<file path="src/rtl/panel_pkg.sv">
// Shared definitions for the front-panel digit editor: editor state,
// key/switch bit positions and a digit-replace helper.
package panel_pkg;

    typedef enum logic {
        ST_VIEW = 1'b0,
        ST_EDIT = 1'b1
    } state_t;

    localparam int KEY_DIGIT = 0;
    localparam int KEY_EDIT  = 1;
    localparam int KEY_RIGHT = 2;
    localparam int KEY_LEFT  = 3;

    localparam int SW_DOWN = 0;
    localparam int SW_LOAD = 7;

    // Replace one hex digit of a 32-bit value; neighbouring digits untouched.
    function automatic logic [31:0] set_digit(input logic [31:0] v,
                                              input logic [2:0]  idx,
                                              input logic [3:0]  d);
        logic [31:0] r;
        r = v;
        r[int'(idx)*4 +: 4] = d;
        return r;
    endfunction

endpackage

</file>
<file path="src/rtl/digit_editor_if.sv">
// Panel bus: raw keys and switches in, edited value and display hints out.
interface digit_editor_if;
    logic [3:0]  Key;
    logic [7:0]  Sw;
    logic [31:0] value;
    logic [2:0]  cursor;
    logic        edit_mode;
    logic [7:0]  blank_mask;
    logic        commit;

    // Panel side: drives keys/switches, observes editor outputs.
    modport master (output Key, Sw,
                    input  value, cursor, edit_mode, blank_mask, commit);

    // Editor side.
    modport slave  (input  Key, Sw,
                    output value, cursor, edit_mode, blank_mask, commit);
endinterface

</file>
<file path="src/rtl/key_debounce.sv">
// One push-button: 2-flop synchronizer, stability counter, and a one-cycle
// press pulse on an accepted released->pressed transition.
module key_debounce #(
    parameter int DEBOUNCE_CYCLES = 65536
) (
    input  logic clk,
    input  logic rst_n,
    input  logic i_key,
    output logic o_press
);
    localparam int CW = $clog2(DEBOUNCE_CYCLES + 1);

    logic          r_sync1;
    logic          r_sync2;
    logic          r_stable;
    logic          r_stable_d;
    logic          r_press;
    logic [CW-1:0] r_cnt;

    // Bring the asynchronous key into the clock domain (idle = released).
    always_ff @(posedge clk or negedge rst_n) begin
        if (!rst_n) begin
            r_sync1 <= 1'b1;
            r_sync2 <= 1'b1;
        end else begin
            r_sync1 <= i_key;
            r_sync2 <= r_sync1;
        end
    end

    // Accept a new level only after it has differed for DEBOUNCE_CYCLES cycles.
    always_ff @(posedge clk or negedge rst_n) begin
        if (!rst_n) begin
            r_cnt    <= '0;
            r_stable <= 1'b1;
        end else if (r_sync2 == r_stable) begin
            r_cnt <= '0;
        end else if (r_cnt == CW'(DEBOUNCE_CYCLES - 1)) begin
            r_cnt    <= '0;
            r_stable <= r_sync2;
        end else begin
            r_cnt <= r_cnt + 1'b1;
        end
    end

    // Registered edge detect on the debounced level; releases are ignored.
    always_ff @(posedge clk or negedge rst_n) begin
        if (!rst_n) begin
            r_stable_d <= 1'b1;
            r_press    <= 1'b0;
        end else begin
            r_stable_d <= r_stable;
            r_press    <= r_stable_d & ~r_stable;
        end
    end

    assign o_press = r_press;

endmodule

</file>
<file path="src/rtl/digit_editor.sv">
// Front-panel digit editor: debounced keys drive a VIEW/EDIT machine that
// edits a 32-bit hex value, with cursor and blink mask for the scanner.
module digit_editor
    import panel_pkg::*;
#(
    parameter int          DEBOUNCE_CYCLES = 65536,
    parameter int          BLINK_BIT       = 23,
    parameter logic [31:0] INIT_VALUE      = 32'h0A1B2C3D
) (
    input  logic           clk,
    input  logic           rst_n,
    digit_editor_if.slave  bus
);
    logic [3:0]         w_press;
    logic [7:0]         r_sw1;
    logic [7:0]         r_sw2;
    logic               w_unused_sw;

    state_t             r_state,  w_state_nx;
    logic [31:0]        r_value,  w_value_nx;
    logic [2:0]         r_cursor, w_cursor_nx;
    logic [BLINK_BIT:0] r_blink,  w_blink_nx;
    logic [7:0]         r_blank,  w_blank_nx;
    logic               r_commit, w_commit_nx;
    logic               w_evt;
    logic [3:0]         w_digit;
    logic [3:0]         w_digit_nx;

    for (genvar g = 0; g < 4; g++) begin : g_key
        key_debounce #(
            .DEBOUNCE_CYCLES(DEBOUNCE_CYCLES)
        ) u_db (
            .clk    (clk),
            .rst_n  (rst_n),
            .i_key  (bus.Key[g]),
            .o_press(w_press[g])
        );
    end

    // Switches are quasi-static but still synchronized before use.
    always_ff @(posedge clk or negedge rst_n) begin
        if (!rst_n) begin
            r_sw1 <= '0;
            r_sw2 <= '0;
        end else begin
            r_sw1 <= bus.Sw;
            r_sw2 <= r_sw1;
        end
    end

    // Switches 6..4 have no function on this panel.
    assign w_unused_sw = ^r_sw2[6:4];

    // State, value, cursor, blink and output registers.
    always_ff @(posedge clk or negedge rst_n) begin
        if (!rst_n) begin
            r_state  <= ST_VIEW;
            r_value  <= INIT_VALUE;
            r_cursor <= '0;
            r_blink  <= '0;
            r_blank  <= '0;
            r_commit <= 1'b0;
        end else begin
            r_state  <= w_state_nx;
            r_value  <= w_value_nx;
            r_cursor <= w_cursor_nx;
            r_blink  <= w_blink_nx;
            r_blank  <= w_blank_nx;
            r_commit <= w_commit_nx;
        end
    end

    // Next-state: one press acted on per cycle, priority EDIT > LEFT > RIGHT > DIGIT.
    always_comb begin
        w_state_nx  = r_state;
        w_value_nx  = r_value;
        w_cursor_nx = r_cursor;
        w_commit_nx = 1'b0;
        w_evt       = 1'b0;
        w_digit     = r_value[int'(r_cursor)*4 +: 4];
        w_digit_nx  = w_digit;

        case (r_state)
            ST_VIEW: begin
                if (w_press[KEY_EDIT]) begin
                    w_state_nx = ST_EDIT;
                    w_evt      = 1'b1;
                end
            end
            ST_EDIT: begin
                if (w_press[KEY_EDIT]) begin
                    w_state_nx  = ST_VIEW;
                    w_commit_nx = 1'b1;
                    w_evt       = 1'b1;
                end else if (w_press[KEY_LEFT]) begin
                    w_cursor_nx = r_cursor + 3'd1;
                    w_evt       = 1'b1;
                end else if (w_press[KEY_RIGHT]) begin
                    w_cursor_nx = r_cursor - 3'd1;
                    w_evt       = 1'b1;
                end else if (w_press[KEY_DIGIT]) begin
                    if (r_sw2[SW_LOAD])
                        w_digit_nx = r_sw2[3:0];
                    else if (r_sw2[SW_DOWN])
                        w_digit_nx = w_digit - 4'd1;
                    else
                        w_digit_nx = w_digit + 4'd1;
                    w_value_nx = set_digit(r_value, r_cursor, w_digit_nx);
                    w_evt      = 1'b1;
                end
            end
            default: w_state_nx = ST_VIEW;
        endcase

        // Restart the blink phase on every accepted event so the edit shows at once.
        w_blink_nx = w_evt ? '0 : r_blink + 1'b1;

        // Mask follows the new cursor so it never lags the cursor output.
        w_blank_nx = '0;
        if (w_state_nx == ST_EDIT)
            w_blank_nx[w_cursor_nx] = w_blink_nx[BLINK_BIT];
    end

    assign bus.value      = r_value;
    assign bus.cursor     = r_cursor;
    assign bus.edit_mode  = (r_state == ST_EDIT);
    assign bus.blank_mask = r_blank;
    assign bus.commit     = r_commit;

endmodule
</file>
<file path="src/flat_wrapper.sv">
// flat-port wrapper written by rule: the top's interface ports become plain ports
module digit_editor_flat import panel_pkg::*;
#(
    parameter int          DEBOUNCE_CYCLES = 65536,
    parameter int          BLINK_BIT       = 23,
    parameter logic [31:0] INIT_VALUE      = 32'h0A1B2C3D
)
  (clk, rst_n, bus_Key, bus_Sw, bus_value, bus_cursor, bus_edit_mode, bus_blank_mask, bus_commit);
  digit_editor_if bus_i ();
  input  logic clk;
  input  logic rst_n;
  input wire logic [$bits(bus_i.Key)-1:0] bus_Key;
  input wire logic [$bits(bus_i.Sw)-1:0] bus_Sw;
  output wire logic [$bits(bus_i.value)-1:0] bus_value;
  output wire logic [$bits(bus_i.cursor)-1:0] bus_cursor;
  output wire logic [$bits(bus_i.edit_mode)-1:0] bus_edit_mode;
  output wire logic [$bits(bus_i.blank_mask)-1:0] bus_blank_mask;
  output wire logic [$bits(bus_i.commit)-1:0] bus_commit;
  assign bus_i.Key = bus_Key;
  assign bus_i.Sw = bus_Sw;
  assign bus_value = bus_i.value;
  assign bus_cursor = bus_i.cursor;
  assign bus_edit_mode = bus_i.edit_mode;
  assign bus_blank_mask = bus_i.blank_mask;
  assign bus_commit = bus_i.commit;
  digit_editor #(.DEBOUNCE_CYCLES(DEBOUNCE_CYCLES), .BLINK_BIT(BLINK_BIT), .INIT_VALUE(INIT_VALUE)) u_core (.clk(clk), .rst_n(rst_n), .bus(bus_i));
endmodule
</file>
<file path="config.mk">
export PLATFORM = sky130hd
export DESIGN_NAME = digit_editor_flat
export DESIGN_NICKNAME = d
export VERILOG_FILES = /design/src/rtl/panel_pkg.sv /design/src/rtl/digit_editor_if.sv /design/src/rtl/key_debounce.sv /design/src/rtl/digit_editor.sv /design/src/flat_wrapper.sv
export SDC_FILE = /design/constraint.sdc
export NUM_CORES = 1
export LEC_CHECK = 0
export BUFFER_PORTS_ARGS = -buffer_cell sky130_fd_sc_hd__buf_4
export CAP_MARGIN = 20
export CORE_MARGIN = 5
export CORE_UTILIZATION = 50
export DETAILED_ROUTE_END_ITERATION = 12
export GPL_TIMING_DRIVEN = 0
export PLACE_DENSITY = 0.68
export RECOVER_POWER = 100
export SYNTH_ARGS = -nofsm -noshare
export SYNTH_HDL_FRONTEND = slang
export SYNTH_SLANG_ARGS = --single-unit
</file>
<file path="constraint.sdc">
create_clock -name clk -period 6.95 [get_ports clk]
set_input_delay 0.3475 -clock clk [delete_from_list [all_inputs] [get_ports clk]]
set_output_delay 0.3475 -clock clk [all_outputs]
set_load 0.01 [all_outputs]
</file>
==> key figures, run 1 <==
Cells and area
  – Share of cells above drive strength 1: 12.6%
  – Fillers: 1219
  – Antenna diodes: 0
  – Final Cell Area: about 8500 µm²
  – Fin nets: 769
  – Layout area overhead: 15.8%

Yosys
  – Synth area leader: dfrtp_1
  – Synth Flop Type: dfrtp_1
  – EDFF count, synth: 0
  – Yosys reg bits: 167
  – Area share of the largest cell type after synthesis: 46.5%
  – Cell area after synthesis: 7370 µm²
  – Asr flop ratio synth: 100%
  – Syn_area_per_cell: 11.1 µm²
  – Largest cells by area after synthesis: dfrtp_1, dfstp_2, xor2_1, nor2_1, xnor2_1
  – Post-synth top cells: dfrtp_1, nor2_1, nand2_1
  – Yosys cell types: 44
  – Cell count after synthesis: 667
  – Sequential fraction of the synthesis area: 57.2%
  – Syn Nets: slightly below 700
  – Syn. warnings: 0
  – Cell with the most instances after synthesis: dfrtp_1

Place
  – Area after DPL: about 8100 µm²
  – Port bufs: 55
  – RePlAce Congestion: 0.851
  – Placement Setup Slack: around 3.9 ns
  – DP HPWL: 10000 µm

Worst setup path
  – Crit end category: flip-flop
  – Top Family by Delay on Critical Path: buffers and inverters
  – Slowest CP cell: mux4_2
  – R2R depth: 11
  – CP bufs+invs: 2
  – Arr. time, crit path: 4.01 ns
  – Critical path required time: 7.22 ns
  – CP Class: reg -> reg
  – Crit-path cells: clkbuf_1, clkbuf_1, mux4_2, nand2_1, nand2_1, ha_1, and2_0, a41o_1, xnor2_1, nor2_1, o31ai_1
  – Setup crit start kind: flip-flop
  – Reg2Reg Capture Point: u_core.bus.value[23]$_DFFE_PN0P_
  – CP max stage delay: 0.58 ns
  – FF-to-FF setup slack: 3.21 ns
  – R2R Path Start: u_core.bus.cursor[0]$_DFF_PN0_
  – Worst Path Max Fanout: 10

Timing
  – RSZ-0062 raised after global routing: no
  – Worst setup margin: 3.21 ns
  – Setup-failing EPs final: 0
  – Hold Fails Final Rpt: 0
  – Final TNS setup: 0 ns
  – Clock Skew: between 0.006 and 0.007 ns
  – Maximum clock frequency: 268 MHz
  – Final worst path period need: 3.74 ns
  – Final worst-path cycle share: 53.8%
  – Slew margin rel.: -76.4%
  – Slew at the pin closest to its max-slew limit: 2.65 ns
  – Pins Over Slew Limit: slightly below 50

Power
  – NetSw: 0.397 mW
  – Clock Power Share: 49.4%
  – Leak: 3.82 nW
  – Combinational share of power: under 10%
  – Sw Ratio: 19.3%
  – PwrDens: 241 nW/µm²
  – P_int: approximately 1.7 mW
  – Maximum vdd drop: approximately 0.17 mV
  – Share of power burned in registers: 48.3%
  – Design Power: 2.06 mW

Detailed routing
  – Avg Vias per Cell: between 5 and 6
  – Post-route DRC: 0
  – Via count: 4991
  – Detailed Routing Iterations Pass 1: 8
  – Initial DRC count: 282
  – Drt total wl: 13900 µm
  – WL per Instance: 14.8 µm
  – DRT antenna net count: 0

Floorplanning
  – Core area: approximately 14000 µm²
  – Die width: 131 µm
  – I/O pin count: about 60
  – DIE AREA: 17300 µm²
  – FP Rows: 44
  – Die Y: 131 µm
  – Initial Utilization: 50.9%

GRT
  – Initial antenna violation count: 0
  – Gr usage total: 16.9%
  – Vias in the first global route: approximately 5000
  – Largest net degree at the start of global routing: 120
  – First-pass GRT wire length: 24200 µm
  – GRT overflow: 0

CTS
  – Max Root-Sink Buffers: 2
  – Skew-Pair Late Insertion Delay: 0.41 ns
  – CTS buffer count: 17
  – CTS tree: built
  – Root buffer cell: clkbuf_16
  – Worst-path clk slew: 0.06 ns
  – Clock sinks: 167
  – Max H-tree Level: 4
  – Resize count post-CTS: 0

Status
  – Failing checks: capacitance limit, slew limit
  – Status: finished with violations

Flow run
  – Max cap viols: 1

Min path
  – Hold path startpoint: bus_Key[3]
  – Worst hold path type: in -> reg
  – Hold EP: u_core.g_key[3].u_db.r_sync1$_DFF_PN1_
  – WHS Path Cells: 1
[cell usage in the layout, fill, tap and decap left out, types with 3 or more instances in the layout]
cell       synthesis  routed
clkbuf_4           0       9
a21oi_1            6       6
nand2b_1           3       3
clkbuf_8           0       6
xor2_1            53      53
and4_1            11      11
nor3_1            13      15
o21ai_0            3       4
buf_4              2      14
nand3_1           39      39
nor2b_1            7       7
or2_2              3       3
mux4_2             6       6
and2_1             7       4
nand4_1           14      16
clkbuf_16          0      17
o31ai_1           12      12
clkbuf_1          10      51
bufinv_16          0       4
inv_1             19      19
or3_1              6       6
nand2_1           62      63
and2_0             0       3
mux2_2            20      20
xnor2_1           31      31
ha_1              11      11
dfstp_1            0      18
mux2i_1            8       8
and3_1            16      16
dfrtp_1          137     137
nor2_1           113     114
dfstp_2           30      12
[through the flow]
step / util (%) / hold slack (ns) / std cells
after floorplan: - / 0.0519 / 667
after global placement: 55.4 / 0.332 / 906
after detailed placement: 55.6 / 0.271 / 907
after CTS: 60.2 / 0.0185 / 940
after global routing: 58.9 / 0.0105 / 940
final: 58.9 / 0.0388 / 940
[area by class of cell]
class                      count  area (µm²)  share of cell area, %
tap                          184         230                   2.70
multi-input combinational    464        2960                   34.7
inverter                      19        71.3                  0.836
clock buffer                  26         519                   6.08
timing repair buffer          57         330                   3.87
clock inverter                 6         138                   1.61
buffer                        17        65.1                  0.762
sequential                   167        4220                   49.4
[routing by layer]
layer / vias up / global-route usage (%) / routed length, µm
li1: 2407 / - / -
met1: 2469 / 22.3 / 6300
met2: 98 / 27.1 / 6870
met3: 17 / 4.78 / 592
met4: 0 / 5.31 / 195
met5: - / 0 / 0
[cell families after synthesis]
logic type	Yosys count	share of synthesized area, %
simple gates	303	19.7
flops	167	57.2
xor+xnor	84	9.98
buf+inv	36	2.10
mux	34	5.97
compound gates	31	2.95
fa+ha+maj	12	2.14
[registers in the layout, summed over array words and instances (netlist names)]
| signal | cells |
|---|---|
| u_core.g_key.u_db.r_sync1 | 4 |
| u_core.bus.blank_mask | 8 |
| u_core.g_key.u_db.r_stable_d | 4 |
| u_core.bus.edit_mode | 1 |
| u_core.g_key.u_db.o_press | 4 |
| u_core.r_sw2 | 5 |
| u_core.g_key.u_db.r_cnt | 68 |
| u_core.g_key.u_db.r_stable | 4 |
| u_core.bus.value | 32 |
| u_core.g_key.u_db.r_sync2 | 4 |
| u_core.r_sw1 | 5 |
| u_core.bus.commit | 1 |
| u_core.bus.cursor | 3 |
| u_core.r_blink | 24 |
[what timing repair did]
action,4_1_cts,5_1_grt
buffers inserted,0,0
hold buffers,1,0
endpoints found under the hold margin,37,0
[power by group through the flow]
stage | combinational (mW) | sequential [mW] | clock, mW
2_1_floorplan | 0.0206 | 1.01 | 0
3_5_place_dp | 0.0518 | 1.01 | 0
3_3_place_gp | 0.0479 | 1.01 | 0
5_1_grt | 0.0563 | 0.995 | 1.09
4_1_cts | 0.0524 | 0.995 | 1.04
6_report | 0.0474 | 0.994 | 1.02
[worst max-delay path by stage]
| stage | startpoint | endpoint | slack, ns | cells past startpoint |
|---|---|---|---|---|
| global route | u_core.bus.cursor[0]$_DFF_PN0_ | u_core.bus.value[23]$_DFFE_PN0P_ | 2.89 | 11 |
| finish | u_core.bus.cursor[0]$_DFF_PN0_ | u_core.bus.value[23]$_DFFE_PN0P_ | 3.21 | 11 |
| global placement | u_core.bus.cursor[0]$_DFF_PN0_ | u_core.bus.value[6]$_DFFE_PN0P_ | 3.87 | 11 |
| detailed placement | u_core.bus.cursor[0]$_DFF_PN0_ | u_core.bus.value[23]$_DFFE_PN0P_ | 3.86 | 11 |
| floorplan | u_core.bus.cursor[0]$_DFF_PN0_ | u_core.bus.value[19]$_DFFE_PN1P_ | 4.19 | 11 |
| CTS | u_core.bus.cursor[0]$_DFF_PN0_ | u_core.bus.value[23]$_DFFE_PN0P_ | 3.85 | 11 |
No activity file was read; power rests on OpenSTA's default activity.
==> run 2: changes to the inputs <==
--- a/config.mk
+++ b/config.mk
@@ -11,7 +11,7 @@
 export CORE_UTILIZATION = 50
 export DETAILED_ROUTE_END_ITERATION = 12
 export GPL_TIMING_DRIVEN = 0
-export PLACE_DENSITY = 0.68
+export PLACE_DENSITY = 0.71
 export RECOVER_POWER = 100
 export SYNTH_ARGS = -nofsm -noshare
 export SYNTH_HDL_FRONTEND = slang
==> constraint.sdc (replaced) <==
create_clock -name clk -period 3.1 [get_ports clk]
set_input_delay 0.155 -clock clk [delete_from_list [all_inputs] [get_ports clk]]
set_output_delay 0.155 -clock clk [all_outputs]
set_load 0.01 [all_outputs]
==> key figures, run 2 (same netlist as run 1, synthesis figures left out) <==
Cells and area
  – Multi-input logic area: 2980 µm² (was 2960 µm²)
  – Sequential standard cell area: 4220 µm² (unchanged)
  – Final Cell Area: 8510 µm² (was 8530 µm²)
  – Layout area overhead: 15.5% (was 15.8%)
  – Final std cells w/o fill: 948 (was 940)
  – Final core occ: 58.8% (was 58.9%)
  – Share of cells above drive strength 1: 13.2% (was 12.6%)
  – Most common cell after layout, fill and taps aside: dfrtp_1 (unchanged)
  – Fin nets: 777 (was 769)
  – Commonest non-fill, non-tap cells in the layout: dfrtp_1, nor2_1, nand2_1 (unchanged)
  – Antenna diodes: 0 (unchanged)
  – Biggest register: u_core.g_key.u_db.r_cnt (unchanged)
  – Max reg flops: 68 (unchanged)
  – Fillers: 1234 (was 1219)

Timing
  – Clock Skew: 0.00689 ns (was 0.00662 ns)
  – Final worst path period need: 2.87 ns (was 3.74 ns)
  – Final TNS setup: 0 ns (unchanged)
  – Pins Over Slew Limit: 69 (was 49)
  – Hold Fails Final Rpt: 0 (unchanged)
  – Slew at the pin closest to its max-slew limit: 1.61 ns (was 2.65 ns)
  – RSZ-0062 raised after global routing: no (unchanged)
  – Final worst-path cycle share: 92.5% (was 53.8%)
  – Setup-failing EPs final: 0 (unchanged)
  – Slew margin rel.: -7.40% (was -76.4%)
  – Maximum clock frequency: 349 MHz (was 268 MHz)

Worst setup path
  – Top Family by Delay on Critical Path: multiplexers (was buffers and inverters)
  – Worst Path Max Fanout: 18 (was 10)
  – CP max stage delay: 0.55 ns (was 0.58 ns)
  – Arr. time, crit path: 3.17 ns (was 4.01 ns)
  – Critical path required time: 3.40 ns (was 7.22 ns)
  – CP Class: reg -> reg (unchanged)
  – CP bufs+invs: 1 (was 2)
  – Crit end category: flip-flop (unchanged)
  – Crit-path cells: buf_4, mux4_2, nand2_1, nand2_1, fa_1, xnor2_1, nor2_1, a21oi_2, nor2_1, mux2_2 (was clkbuf_1, clkbuf_1, mux4_2, nand2_1, nand2_1, ha_1, and2_0, a41o_1, xnor2_1, nor2_1, o31ai_1)
  – Slowest CP cell: mux4_2 (unchanged)
  – Setup crit start kind: flip-flop (unchanged)

Detailed routing
  – Detailed Routing Iterations Pass 1: 5 (was 8)
  – Metal3 WL: 580 µm (was 592 µm)
  – Initial DRC count: 295 (was 282)
  – Drt total wl: 14500 µm (was 13900 µm)
  – Avg Vias per Cell: 5.31 (about the same)
  – Routed wl met2: 7440 µm (was 6870 µm)
  – Post-route DRC: 0 (unchanged)
  – DRT antenna net count: 0 (unchanged)
  – Met1 wire length: 6310 µm (was 6300 µm)
  – Max layer used: met4 (unchanged)
  – WL per Instance: 15.3 µm (was 14.8 µm)
  – Via count: 5035 (was 4991)

Place
  – DP HPWL: 10200 µm (was 10000 µm)
  – Area after DPL: 8050 µm² (about the same)
  – Dpl cells: 907 (unchanged)
  – RePlAce Congestion: 0.835 (was 0.851)
  – Port bufs: 55 (unchanged)

GRT
  – Largest net degree at the start of global routing: 101 (was 120)
  – First-pass GRT wire length: 25000 µm (was 24200 µm)
  – Gr usage total: 17.4% (was 16.9%)
  – Vias in the first global route: 5199 (was 5022)
  – Initial antenna violation count: 0 (unchanged)
  – GRT overflow: 0 (unchanged)

Floorplanning
  – Die width: 131 µm (unchanged)
  – I/O pin count: 59 (unchanged)
  – DIE AREA: 17300 µm² (unchanged)
  – Initial Utilization: 50.9% (unchanged)
  – FP Rows: 44 (unchanged)
  – Core area: 14500 µm² (unchanged)
  – Die Y: 131 µm (unchanged)

Status
  – Failing checks: capacitance limit, slew limit (unchanged)
  – Status: finished with violations (unchanged)

CTS
  – Worst-path clk slew: 0.06 ns (about the same)
  – Clock sinks: 167 (unchanged)
  – Root buffer cell: clkbuf_16 (unchanged)
  – CTS tree: built (unchanged)
  – Max Root-Sink Buffers: 2 (unchanged)
  – Skew-Pair Late Insertion Delay: 0.43 ns (was 0.41 ns)
  – Max H-tree Level: 4 (unchanged)
  – CTS buffer count: 17 (unchanged)

Power
  – Maximum vdd drop: 0.379 mV (was 0.171 mV)
  – PwrDens: 505 nW/µm² (was 241 nW/µm²)
  – Leak: 3.80 nW (was 3.82 nW)
  – Design Power: 4.30 mW (was 2.06 mW)

Flow run
  – Max cap viols: 1 (unchanged)

Min path
  – Worst hold path type: reg -> reg (was in -> reg)
run 2: power breakdown:
| part | internal (mW) | total (mW) | switching (mW) |
|---|---|---|---|
| logic | 0.0366 | 0.115 | 0.0780 |
| registers | 2.21 | 2.23 | 0.0199 |
| clock network | 1.12 | 1.96 | 0.835 |
run 2: per-layer routing:
metal / vias up / track usage (%)
met5: - / 0
met3: 17 / 4.40
met1: 2527 / 22.4
li1: 2410 / -
met2: 81 / 29.1
met4: 0 / 5.77
run 2: layout make-up:
class                      count  share of cell area (%)
buffer                        16                   0.779
timing repair buffer          66                    4.76
tap                          184                    2.70
sequential                   167                    49.5
multi-input combinational    464                    34.9
inverter                      19                   0.838
clock inverter                12                    1.20
clock buffer                  20                    5.25
run 2: what timing repair did:
item	4_1_cts	5_1_grt
hold buffers	10	0
buffers inserted	0	0
setup endpoints to repair	6	0
hold endpoints to repair	64	0
resized for setup	1	0
run 2: through the flow:
step / hold slack [ns] / worst slack, ns
3_5_place_dp: 0.196 / -0.0465
4_1_cts: 0.313 / 0.182
2_1_floorplan: -0.141 / 0.344
6_report: 0.349 / 0.231
5_1_grt: 0.353 / 0.0204
3_3_place_gp: 0.264 / 0.0228
run 2: path summary, 6_finish.rpt:
check                                          startpoint                                to  slack (ns)  cells after the start
hold / removal                  u_core.r_sw1[3]$_DFF_PN0_         u_core.r_sw2[3]$_DFF_PN0_        0.35                      0
hold reg to reg                 u_core.r_sw1[3]$_DFF_PN0_         u_core.r_sw2[3]$_DFF_PN0_        0.35                      0
setup reg to reg           u_core.bus.cursor[0]$_DFF_PN0_  u_core.bus.value[30]$_DFFE_PN0P_        0.23                     10
setup / recovery           u_core.bus.cursor[0]$_DFF_PN0_  u_core.bus.value[30]$_DFFE_PN0P_        0.23                     10
min in group asynchronous                           rst_n       u_core.r_blink[9]$_DFF_PN0_        0.68                      2
max in group asynchronous                           rst_n         u_core.r_sw1[1]$_DFF_PN0_        0.86                      3
